[src/rtl/multi_alarm_bell_pkg.sv]
// Purpose: shared types for the multi-channel alarm engine (BCD time, day encoding, FSM states).
// Latency: n/a (types and a combinational helper only).
// Backpressure: n/a.
package multi_alarm_bell_pkg;

  typedef logic [7:0] bcd_hour_t;
  typedef logic [7:0] bcd_min_t;

  localparam int N_DAYS = 7;
  typedef logic [2:0]        day_t;
  typedef logic [N_DAYS-1:0] day_mask_t;

  // Day code 7 is the "no valid day" value from the timekeeper; it never matches.
  localparam day_t DAY_NONE = 3'd7;

  typedef enum logic [1:0] {
    ST_IDLE   = 2'd0,
    ST_RING   = 2'd1,
    ST_SNOOZE = 2'd2
  } alarm_state_t;

  typedef struct packed {
    logic      en;
    day_mask_t days;
    bcd_hour_t hour;
    bcd_min_t  minute;
  } alarm_cfg_t;

  function automatic logic day_hit(input day_mask_t days, input day_t wd);
    logic [7:0] ext;
    ext = {1'b0, days};
    return (wd != DAY_NONE) && ext[wd];
  endfunction

endpackage

[src/rtl/multi_alarm_bell_alarm_match.sv]
// Purpose: one alarm channel -- stored config plus combinational match against running time.
// Latency: config registered on the edge after cfg_we; match is combinational (same cycle as tick).
// Backpressure: none; writes and ticks are always accepted.
// Ports: clk_50M/rst_n, cfg_we + cfg_dat (this channel's write), tick/time/day inputs, match out.
module multi_alarm_bell_alarm_match
  import multi_alarm_bell_pkg::*;
(
  input  logic       clk_50M,
  input  logic       rst_n,
  input  logic       cfg_we,
  input  alarm_cfg_t cfg_dat,
  input  logic       tick_1Hz,
  input  bcd_hour_t  hour_time,
  input  bcd_min_t   minute_time,
  input  logic [7:0] second_time,
  input  day_t       week_day,
  output logic       match
);

  alarm_cfg_t cfg_q;

  always_ff @(posedge clk_50M or negedge rst_n) begin
    if (!rst_n) begin
      cfg_q <= '0;
    end else if (cfg_we) begin
      cfg_q <= cfg_dat;
    end
  end

  // Only the tick at second 00 can fire, so each minute produces at most one match.
  assign match = tick_1Hz && (second_time == 8'h00) && cfg_q.en &&
                 (hour_time == cfg_q.hour) && (minute_time == cfg_q.minute) &&
                 day_hit(cfg_q.days, week_day);

endmodule

[src/rtl/multi_alarm_bell.sv]
// Purpose: N-channel alarm engine -- priority select of matching channel, ring/snooze FSM, buzzer tone.
// Latency: ringing/ring_ch assert one cycle after the matching tick; keys act on the next edge.
// Backpressure: none; ticks and key pulses are consumed the cycle they arrive.
// Ports: clk_50M, rst_n, tick_1Hz, hour/minute/second_time, week_day, cfg_* write port,
//        snooze_key, stop_key in; bell_out, ringing, snoozing, ring_ch out.
module multi_alarm_bell
  import multi_alarm_bell_pkg::*;
#(
  parameter int N_ALARM    = 4,
  parameter int RING_SEC   = 60,
  parameter int SNOOZE_SEC = 300,
  parameter int MAX_SNOOZE = 3,
  parameter int TONE_DIV   = 25000
) (
  input  logic       clk_50M,
  input  logic       rst_n,
  input  logic       tick_1Hz,
  input  logic [7:0] hour_time,
  input  logic [7:0] minute_time,
  input  logic [7:0] second_time,
  input  logic [2:0] week_day,
  input  logic       cfg_we,
  input  logic [2:0] cfg_idx,
  input  logic [7:0] cfg_hour,
  input  logic [7:0] cfg_minute,
  input  logic       cfg_en,
  input  logic [6:0] cfg_days,
  input  logic       snooze_key,
  input  logic       stop_key,
  output logic       bell_out,
  output logic       ringing,
  output logic       snoozing,
  output logic [2:0] ring_ch
);

  localparam int RW = $clog2(RING_SEC + 1);
  localparam int WW = $clog2(SNOOZE_SEC + 1);
  localparam int SW = $clog2(MAX_SNOOZE + 1);
  localparam int TW = $clog2(TONE_DIV + 1);

  localparam logic [RW-1:0] RING_LAST   = RW'(RING_SEC - 1);
  localparam logic [WW-1:0] SNOOZE_LAST = WW'(SNOOZE_SEC - 1);
  localparam logic [SW-1:0] SNOOZE_MAX  = SW'(MAX_SNOOZE);
  localparam logic [TW-1:0] TONE_LAST   = TW'(TONE_DIV - 1);

  // ---- per-channel config and match ----
  alarm_cfg_t         cfg_dat;
  logic [N_ALARM-1:0] match_vec;

  assign cfg_dat = '{en: cfg_en, days: cfg_days, hour: cfg_hour, minute: cfg_minute};

  for (genvar i = 0; i < N_ALARM; i++) begin : g_ch
    multi_alarm_bell_alarm_match u_alarm_match (
      .clk_50M     (clk_50M),
      .rst_n       (rst_n),
      .cfg_we      (cfg_we && (cfg_idx == 3'(i))),
      .cfg_dat     (cfg_dat),
      .tick_1Hz    (tick_1Hz),
      .hour_time   (hour_time),
      .minute_time (minute_time),
      .second_time (second_time),
      .week_day    (week_day),
      .match       (match_vec[i])
    );
  end

  // Lowest index wins; the losing channels' matches for this minute are simply dropped.
  logic       match_any;
  logic [2:0] match_ch;

  always_comb begin
    match_any = 1'b0;
    match_ch  = '0;
    for (int i = N_ALARM - 1; i >= 0; i--) begin
      if (match_vec[i]) begin
        match_any = 1'b1;
        match_ch  = 3'(i);
      end
    end
  end

  // ---- ring / snooze FSM ----
  alarm_state_t  state_q, state_d;
  logic [2:0]    ch_q, ch_d;
  logic [RW-1:0] ring_cnt_q, ring_cnt_d;
  logic [WW-1:0] wait_cnt_q, wait_cnt_d;
  logic [SW-1:0] snooze_cnt_q, snooze_cnt_d;
  logic          beat_q, beat_d;

  always_ff @(posedge clk_50M or negedge rst_n) begin
    if (!rst_n) begin
      state_q      <= ST_IDLE;
      ch_q         <= '0;
      ring_cnt_q   <= '0;
      wait_cnt_q   <= '0;
      snooze_cnt_q <= '0;
      beat_q       <= 1'b0;
    end else begin
      state_q      <= state_d;
      ch_q         <= ch_d;
      ring_cnt_q   <= ring_cnt_d;
      wait_cnt_q   <= wait_cnt_d;
      snooze_cnt_q <= snooze_cnt_d;
      beat_q       <= beat_d;
    end
  end

  // Within each state, keys are tested before the tick so a key always beats a terminal tick.
  always_comb begin
    state_d      = state_q;
    ch_d         = ch_q;
    ring_cnt_d   = ring_cnt_q;
    wait_cnt_d   = wait_cnt_q;
    snooze_cnt_d = snooze_cnt_q;
    beat_d       = beat_q;
    unique case (state_q)
      ST_IDLE: begin
        if (match_any) begin
          state_d      = ST_RING;
          ch_d         = match_ch;
          ring_cnt_d   = '0;
          snooze_cnt_d = '0;
          beat_d       = 1'b0;
        end
      end
      ST_RING: begin
        if (stop_key) begin
          state_d = ST_IDLE;
        end else if (snooze_key) begin
          if (snooze_cnt_q < SNOOZE_MAX) begin
            state_d      = ST_SNOOZE;
            snooze_cnt_d = snooze_cnt_q + 1'b1;
            wait_cnt_d   = '0;
          end else begin
            state_d = ST_IDLE;   // snooze budget spent: the key dismisses
          end
        end else if (tick_1Hz) begin
          if (ring_cnt_q == RING_LAST) begin
            state_d = ST_IDLE;
          end else begin
            ring_cnt_d = ring_cnt_q + 1'b1;
            beat_d     = ~beat_q;
          end
        end
      end
      ST_SNOOZE: begin
        if (stop_key) begin
          state_d = ST_IDLE;
        end else if (match_any) begin
          // A fresh alarm pre-empts the snoozed one and gets its own snooze budget.
          state_d      = ST_RING;
          ch_d         = match_ch;
          ring_cnt_d   = '0;
          snooze_cnt_d = '0;
          beat_d       = 1'b0;
        end else if (tick_1Hz) begin
          if (wait_cnt_q == SNOOZE_LAST) begin
            state_d    = ST_RING;
            ring_cnt_d = '0;
            beat_d     = 1'b0;
          end else begin
            wait_cnt_d = wait_cnt_q + 1'b1;
          end
        end
      end
      default: state_d = ST_IDLE;
    endcase
    if (state_d == ST_IDLE) begin
      ch_d         = '0;
      ring_cnt_d   = '0;
      wait_cnt_d   = '0;
      snooze_cnt_d = '0;
      beat_d       = 1'b0;
    end
  end

  // ---- tone divider (free running, independent of FSM) ----
  logic [TW-1:0] tone_cnt_q;
  logic          tone_sq;

  always_ff @(posedge clk_50M or negedge rst_n) begin
    if (!rst_n) begin
      tone_cnt_q <= '0;
      tone_sq    <= 1'b0;
    end else if (tone_cnt_q == TONE_LAST) begin
      tone_cnt_q <= '0;
      tone_sq    <= ~tone_sq;
    end else begin
      tone_cnt_q <= tone_cnt_q + 1'b1;
    end
  end

  // All terms come from async-reset flops, so bell_out falls as soon as rst_n drops.
  assign ringing  = (state_q == ST_RING);
  assign snoozing = (state_q == ST_SNOOZE);
  assign ring_ch  = ch_q;
  assign bell_out = ringing && !beat_q && tone_sq;

endmodule

[config.mk]
export PLATFORM = sky130hd
export DESIGN_NAME = multi_alarm_bell
export DESIGN_NICKNAME = d
export VERILOG_FILES = /design/src/rtl/multi_alarm_bell_pkg.sv /design/src/rtl/multi_alarm_bell_alarm_match.sv /design/src/rtl/multi_alarm_bell.sv
export SDC_FILE = /design/constraint.sdc
export NUM_CORES = 1
export LEC_CHECK = 0
export CAP_MARGIN = 20
export CORE_MARGIN = 1.5
export CORE_UTILIZATION = 52
export CTS_CLUSTER_DIAMETER = 40
export DETAILED_ROUTE_END_ITERATION = 6
export PLACE_DENSITY_LB_ADDON = 0.2
export SYNTH_ARGS = -nofsm -noshare
export SYNTH_HDL_FRONTEND = slang
export SYNTH_SLANG_ARGS = --single-unit
[constraint.sdc]
create_clock -name clk_50M -period 2.4 [get_ports clk_50M]
set_clock_uncertainty 0.15 [all_clocks]
set_input_delay 0.36 -clock clk_50M [delete_from_list [all_inputs] [get_ports clk_50M]]
set_output_delay 0.36 -clock clk_50M [all_outputs]
set_load 0.01 [all_outputs]
; ---- After elaboration in Yosys (flattened, before gate mapping)
; Cells that the tools add are included.
[word_totals]
reg_bits = 135
inputBits = 60
out_inout_bits = 6
word_cells = 171
[op_classes]
addsub = 4
order_cmp = 2
n_eq_ne = 30
muxes = 70
n_bitwise = 2
reduce_logical = 39
[ops]
columns = operator, n
row1 = two-way mux 9 bit, 8
row2 = equality test 8 bit, 8
row3 = two-way mux 6 bit, 10
row4 = two-way mux 2 bit, 18
row5 = logical AND 1 bit, 27
row6 = "inequality test 3 x 2 -> 1 bit, second input constant", 9
row7 = two-way mux 1 bit, 18
row8 = case mux 6 bit (3 select lines), 1
row9 = case mux 9 bit (2 select lines), 1
row10 = "adder 15 x 1 -> 15 bit, second input constant", 1
row11 = "equality test 15 bit, second input constant", 1
row12 = two-way mux 15 bit, 1
row13 = two-way mux 3 bit, 5
row14 = binary-select mux 1 bit (select 3 bit), 4
row15 = case mux 2 bit (3 select lines), 2
row16 = "adder 9 x 1 -> 9 bit, second input constant", 1
row17 = "equality test 9 bit, second input constant", 1
row18 = AND reduction 9 bit, 1
row19 = zero test 8 bit, 1
row20 = AND reduction 8 bit, 1
row21 = "adder 6 x 1 -> 6 bit, second input constant", 1
row22 = "equality test 3 x 2 -> 1 bit, second input constant", 2
row23 = "equality test 6 bit, second input constant", 1
row24 = "inequality test 3 bit, second input constant", 2
row25 = other kinds (19), 22

; ---- Logic depth before layout (Yosys ltp)
[depth]
ltp_word = 16
ltp_mapped = 11
ltp_nobuf = 9

; ---- Modules after synthesis
; A second synthesis with hierarchy kept.
[unflattened]
hier_cells = 576
area_unflattened_um2 = 6959.2
[by_module_without_submodules]
columns = module, instances, cells_per_inst, area_per_inst_um2, seq_area_each_um2
row1 = multi_alarm_bell_alarm_match, 4, 82, 1171.1, 600.6
row2 = multi_alarm_bell, 1, 248, 2274.7, 950.9

; ---- Worst setup path before layout
; No wires, ideal clock.
[synth_path]
path_type = register to register
start = reg state_q[0]
end = reg wait_cnt_q[8]
setup_ps = 94
arrival_ps = 2445
required_ps = 2156
setup_slack_ps = -289
stages_incl_launch_ff = 12
path_buffers = 2
period_less_slack_ps = 2689
path_cell_list = dfrtp_1 > inv_1 > ha_1 > clkbuf_8 > o21ai_0 > a21boi_1 > and2_1 > buf_2 > nand2_1 > or2_2 > o41a_1 > a211oi_1
[synth_via]
elab_cells_between_ends = 25
classes_between = eq/ne: 9 / mux: 12 / reduce/logical: 4
[synth_lines]
columns = item, line_no
row1 = from (decl), multi_alarm_bell.sv:83  ; alarm_state_t state_q, state_d;
row2 = from (signal assigned), multi_alarm_bell.sv:99  ; state_q <= state_d;
row3 = equality test 2 bit (*), --
row4 = via snoozing, multi_alarm_bell.sv:32  ; output logic snoozing,
row5 = case mux 2 bit (3 select lines), multi_alarm_bell.sv:116  ; unique case (state_q)
row6 = zero test 2 bit, multi_alarm_bell.sv:168  ; if (state_d == ST_IDLE) begin
row7 = inequality test 3 x 2 -> 1 bit (no source line) (tied with other cells), --
row8 = AND reduction 8 bit (no source line), --
row9 = to (signal assigned), multi_alarm_bell.sv:102  ; wait_cnt_q <= wait_cnt_d;
row10 = to (decl), multi_alarm_bell.sv:86  ; logic [WW-1:0] wait_cnt_q, wait_cnt_d;
; Mark *: on every way through the listed nets, which the timed path passes. The rest lies on a longest branch.
; A chain may end at the register's enable or synchronous reset.

; ---- Final worst setup path
[layout_path]
start = reg g_ch[3].u_alarm_match.cfg_q[9] (netlist bit)
end = reg wait_cnt_q[1]
[layout_via]
elab_chain_len = 14
elab_cells_between_ends = 23
classes_between = eq/ne: 8 / mux: 9 / reduce/logical: 6
[layout_lines]
columns = item, line_no
row1 = from (decl), multi_alarm_bell_alarm_match.sv:20  ; alarm_cfg_t cfg_q;
row2 = from (signal assigned), multi_alarm_bell_alarm_match.sv:26  ; cfg_q <= cfg_dat;
row3 = equality test 8 bit (*), multi_alarm_bell_alarm_match.sv:32  ; (hour_time == cfg_q.hour) && (minute_time == cfg_q.minute) &&
row4 = logical AND 1 bit (*), multi_alarm_bell_alarm_match.sv:31  ; assign match = tick_1Hz && (second_time == 8'h00) && cfg_q.en &&
row5 = logical AND 1 bit (*) (2 in series), multi_alarm_bell_alarm_match.sv:32
row6 = two-way mux 1 bit (*) (4 in series), multi_alarm_bell.sv:75  ; if (match_vec[i]) begin
row7 = two-way mux 2 bit, multi_alarm_bell.sv:149  ; end else if (match_any) begin
row8 = two-way mux 2 bit, multi_alarm_bell.sv:147  ; if (stop_key) begin
row9 = case mux 2 bit (3 select lines), multi_alarm_bell.sv:116
row10 = zero test 2 bit, multi_alarm_bell.sv:168
row11 = inequality test 3 x 2 -> 1 bit (no source line) (tied with other cells), --
row12 = AND reduction 8 bit (no source line), --
; Mark *: on every way between the ends. The rest lies on a longest branch, timed or not.

==> flow_summary_export.csv <==
group,metric,value,unit
flow_run,cap_viol_max_count,0,
critical_path,r2r_slack,-0.32,ns
synth,netlist.area_leader.share,0.471,
synth,synth_top_family_by_area,"multiplexers",
routing,detail-route-antenna-nets,0,
routing,wire_per_inst,18.8,um
sta,layout_min_cycle_time,2.72,ns
synth,ys_seq_elements,134,
final_layout,fin_area,9540,um2
clocking,clk_path_buf_depth,2,
grt,grt-ovfl-total,0,
synth,synth-xor-area-share,0.0947,
floorplan,die_x,120,um
final_layout,regArea,3350,um2
place,hpwlAfterDp,12500,um
synth,netlist_top_cells_area,"dfrtp_1, mux2_2, xor2_1",
place,portBuffers,64,
critical_path,crit_type,"flip-flop to flip-flop",
critical_path,critPathMaxFanout,8,
synth,syn-cell-area,7120,um2
grt,antenna_found_initial,0,
place,place_area,8590,um2
synth,yosys-top-cells-count,"dfrtp_1, mux2_2, xor2_1",
routing,drc,0,
synth,synth_compound_area_frac,0.0845,
sta,hold_viol,0,
clocking,root_buffer,"clkbuf_16",
synth,async_flop_share,1.00,
final_layout,fillers,900,
routing,first_iter_violations,387,
floorplan,die_area,14400,um2
final_layout,layout.cells.non_filler,947,
routing,drt_first_pass_iters,5,
power,power_density,696,nW/um2
clocking,cts_tree,"built",
final_layout,layout-drive-gt1-share,0.377,
sta,setup_violations,20,
routing,vias,5551,
critical_path,slowest_delay,0.59,ns
power,total_power,6640,uW
place,globalplace.congestion,0.920,
min_path,hp-class,"input port to async pin",
clocking,cts.sinks,134,
clocking,clock_latency,0.42,ns
power,clockPowerShare,0.384,
place,dp_cells,901,
floorplan,ioPinCount,66,
synth,synth-adder-area-share,0.0141,
grt,grt_pass1_vias,5798,
floorplan,start_util,0.536,
synth,synth_top_area_cell,"dfrtp_1",
critical_path,arrival,2.85,ns
synth,synthMuxAreaShare,0.166,
synth,synthDistinctLibCells,65,
clocking,cts.htree.levels,4,
power,switching_share,0.264,
critical_path,start_kind,"flip-flop",
sta,max_freq,0.368,GHz
critical_path,rr_worst_depth,8,
final_layout,diodes,0,
critical_path,timing.rr.start,"g_ch[3].u_alarm_match.cfg_q[9]",
power,peakVddDrop,553,uV
clocking,cts_buffers,17,
power,p_int,4880,uW
power,leakage,0.00399,uW
floorplan,core.rowCount,42,
run_status,status,"complete, but fails checks",
synth,synthCells,608,
grt,grt_first_pass_wirelength,28700,um
synth,synth_seq_area_share,0.471,
floorplan,dieHeight,120,um
final_layout,fin_nets,826,
routing,viasPerCell,5.86,
synth,syn-num-nets,676,
sta,setup_ws,-0.320,ns
critical_path,cp_data_required_time,2.53,ns
synth,synth.most_common_cell,"dfrtp_1",
synth,synth-edff-count,0,
sta,tightest_slew,0.548,ns
power,p_switching,1750,uW
sta,fin_setup_tns,-5.79,ns
sta,fin_crit_sh,1.13,
grt,grt_max_degree,70,
synth,yosys_warnings,0,
synth,yosys.area_share.simple,0.141,
critical_path,crit_slowest_cell,"or4_4",
sta,finalMaxSlewViolations,0,
critical_path,rr_endpoint,"wait_cnt_q[1]",
power,p_seq_frac,0.430,
run_status,violations,"negative setup slack",
final_layout,syn_to_final_growth,33.9,%
critical_path,end_kind,"flip-flop",
sta,rsz0062_at_grt,"yes",
sta,slew_headroom,0.629,
floorplan,coreArea,13300,um2
final_layout,multiInputGateArea,3930,um2
synth,syn_area_per_cell,11.7,um2
clocking,path_clk_slew,0.06,ns
power,combPwrFrac,0.185,
synth,synth_ff_type,"dfrtp_1",
grt,grtUsageTotal,0.256,
critical_path,crit_chain,"xnor2_1 -> nand4_1 -> or4_4 -> o22a_4 -> a211o_1 -> a21oi_4 -> buf_6 -> a311oi_1",
routing,drt_wl_total,17800,um
-- stage by stage --
stage | hold WS [ns] | setup WS (ns) | utilization
after detailed placement | 0.137 | -0.973 | 0.646
after global routing | 0.264 | -0.373 | 0.717
final | 0.242 | -0.320 | 0.717
after floorplan | -0.0856 | -0.0483 | -
after CTS | 0.249 | -0.280 | 0.707
after global placement | 0.137 | -0.914 | 0.646
-- power by group through the flow --
stage               logic, uW  clock network [uW]  registers [uW]
finish                   1230                2550            2860
detailed placement       1150                   0            2880
global route             1330                2690            2900
global placement         1110                   0            2850
floorplan                 707                   0            2820
CTS                      1200                2590            2850
-- timing repair --
item | 4_1_cts | 5_1_grt
hold buffers | 1 | 0
endpoints found under the setup margin | 24 | 24
pin swaps | 30 | 16
resized for setup | 47 | 25
hold endpoints to repair | 22 | 0
setup buffers | 11 | 2
-- worst max-delay path, delay by kind of cell (launching register included) --
| kind | cells | cell delay (ns) |
|---|---|---|
| xor+xnor | 1 | 0.20 |
| buf+inv | 1 | 0.18 |
| compound gates | 4 | 0.85 |
| flops | 1 | 0.38 |
| simple gates | 2 | 0.82 |
-- cells in the final DEF (no fill, tap or decap), types with 3 or more instances in the layout --
cell             Yosys  routed
dfrtp_1            134     133
mux2_2              97      96
buf_4                1      79
xor2_1              48      44
clkdlybuf4s50_1      0      42
nand2_1             30      29
xnor2_1             29      25
nor2_1              22      22
nand3_1             20      18
dlygate4sd2_1        0      18
clkbuf_16            0      17
nand4_1             15      15
o21ai_0             16      13
nor4_2               1      10
a211oi_2             4      10
inv_1               10       9
nand4b_1             8       8
mux2i_1              8       8
nand3b_1             8       8
nor3_1              10       7
o211ai_1             7       7
buf_12               0       7
and2_1               6       6
a211oi_1            13       6
ha_1                 8       6
nor2b_1              5       5
o31ai_1              7       5
clkinv_2             0       5
buf_6                4       5
a21oi_1              5       4
and3_1               4       4
nor4_1              13       4
xor2_2               0       4
xnor2_2              0       4
or4_4                2       4
a311oi_1             4       4
nand2b_1             3       3
nor3_2               0       3
dlymetal6s2s_1       0       3
-- worst max path at each step --
stage / slack [ns] / startpoint / endpoint / depth (start not counted)
2_1_floorplan: -0.05 / state_q[0] / wait_cnt_q[8] / 11
3_3_place_gp: -0.91 / hour_time[0] / ring_cnt_q[5] / 11
3_5_place_dp: -0.97 / minute_time[4] / wait_cnt_q[8] / 10
4_1_cts: -0.28 / g_ch[2].u_alarm_match.cfg_q[13] / wait_cnt_q[1] / 8
5_1_grt: -0.37 / g_ch[1].u_alarm_match.cfg_q[0] / wait_cnt_q[1] / 10
6_report: -0.32 / g_ch[3].u_alarm_match.cfg_q[9] / wait_cnt_q[1] / 8
-- state kept, by name (all words and copies together), names as in the netlist --
signal                    flops
snooze_cnt_q                  2
ring_ch                       2
state_q                       2
tone_sq                       1
g_ch.u_alarm_match.cfg_q     96
ring_cnt_q                    6
beat_q                        1
tone_cnt_q                   15
wait_cnt_q                    9
-- final cells by class --
type / count / share of cell area
multi-input combinational: 440 / 0.412
sequential: 134 / 0.352
tap: 176 / 0.0231
inverter: 10 / 0.00394
clock inverter: 12 / 0.0133
clock buffer: 20 / 0.0479
timing repair buffer: 155 / 0.148
-- per-layer routing --
layer	share of wire	global-route usage
met5	0	0
met4	0.015	0.0766
met3	0.047	0.0566
met2	0.51	0.434
met1	0.43	0.328
-- cells by family (layout without fill, tap and decap cells) --
| family | Yosys count | after routing |
|---|---|---|
| simple gates | 170 | 170 |
| mux | 106 | 106 |
| buf+inv | 34 | 197 |
| xor+xnor | 77 | 77 |
| other cells | 1 | 1 |
| fa+ha+maj | 8 | 8 |
| compound gates | 78 | 78 |
| flops | 134 | 134 |
Power figures use the tool's default switching activity.
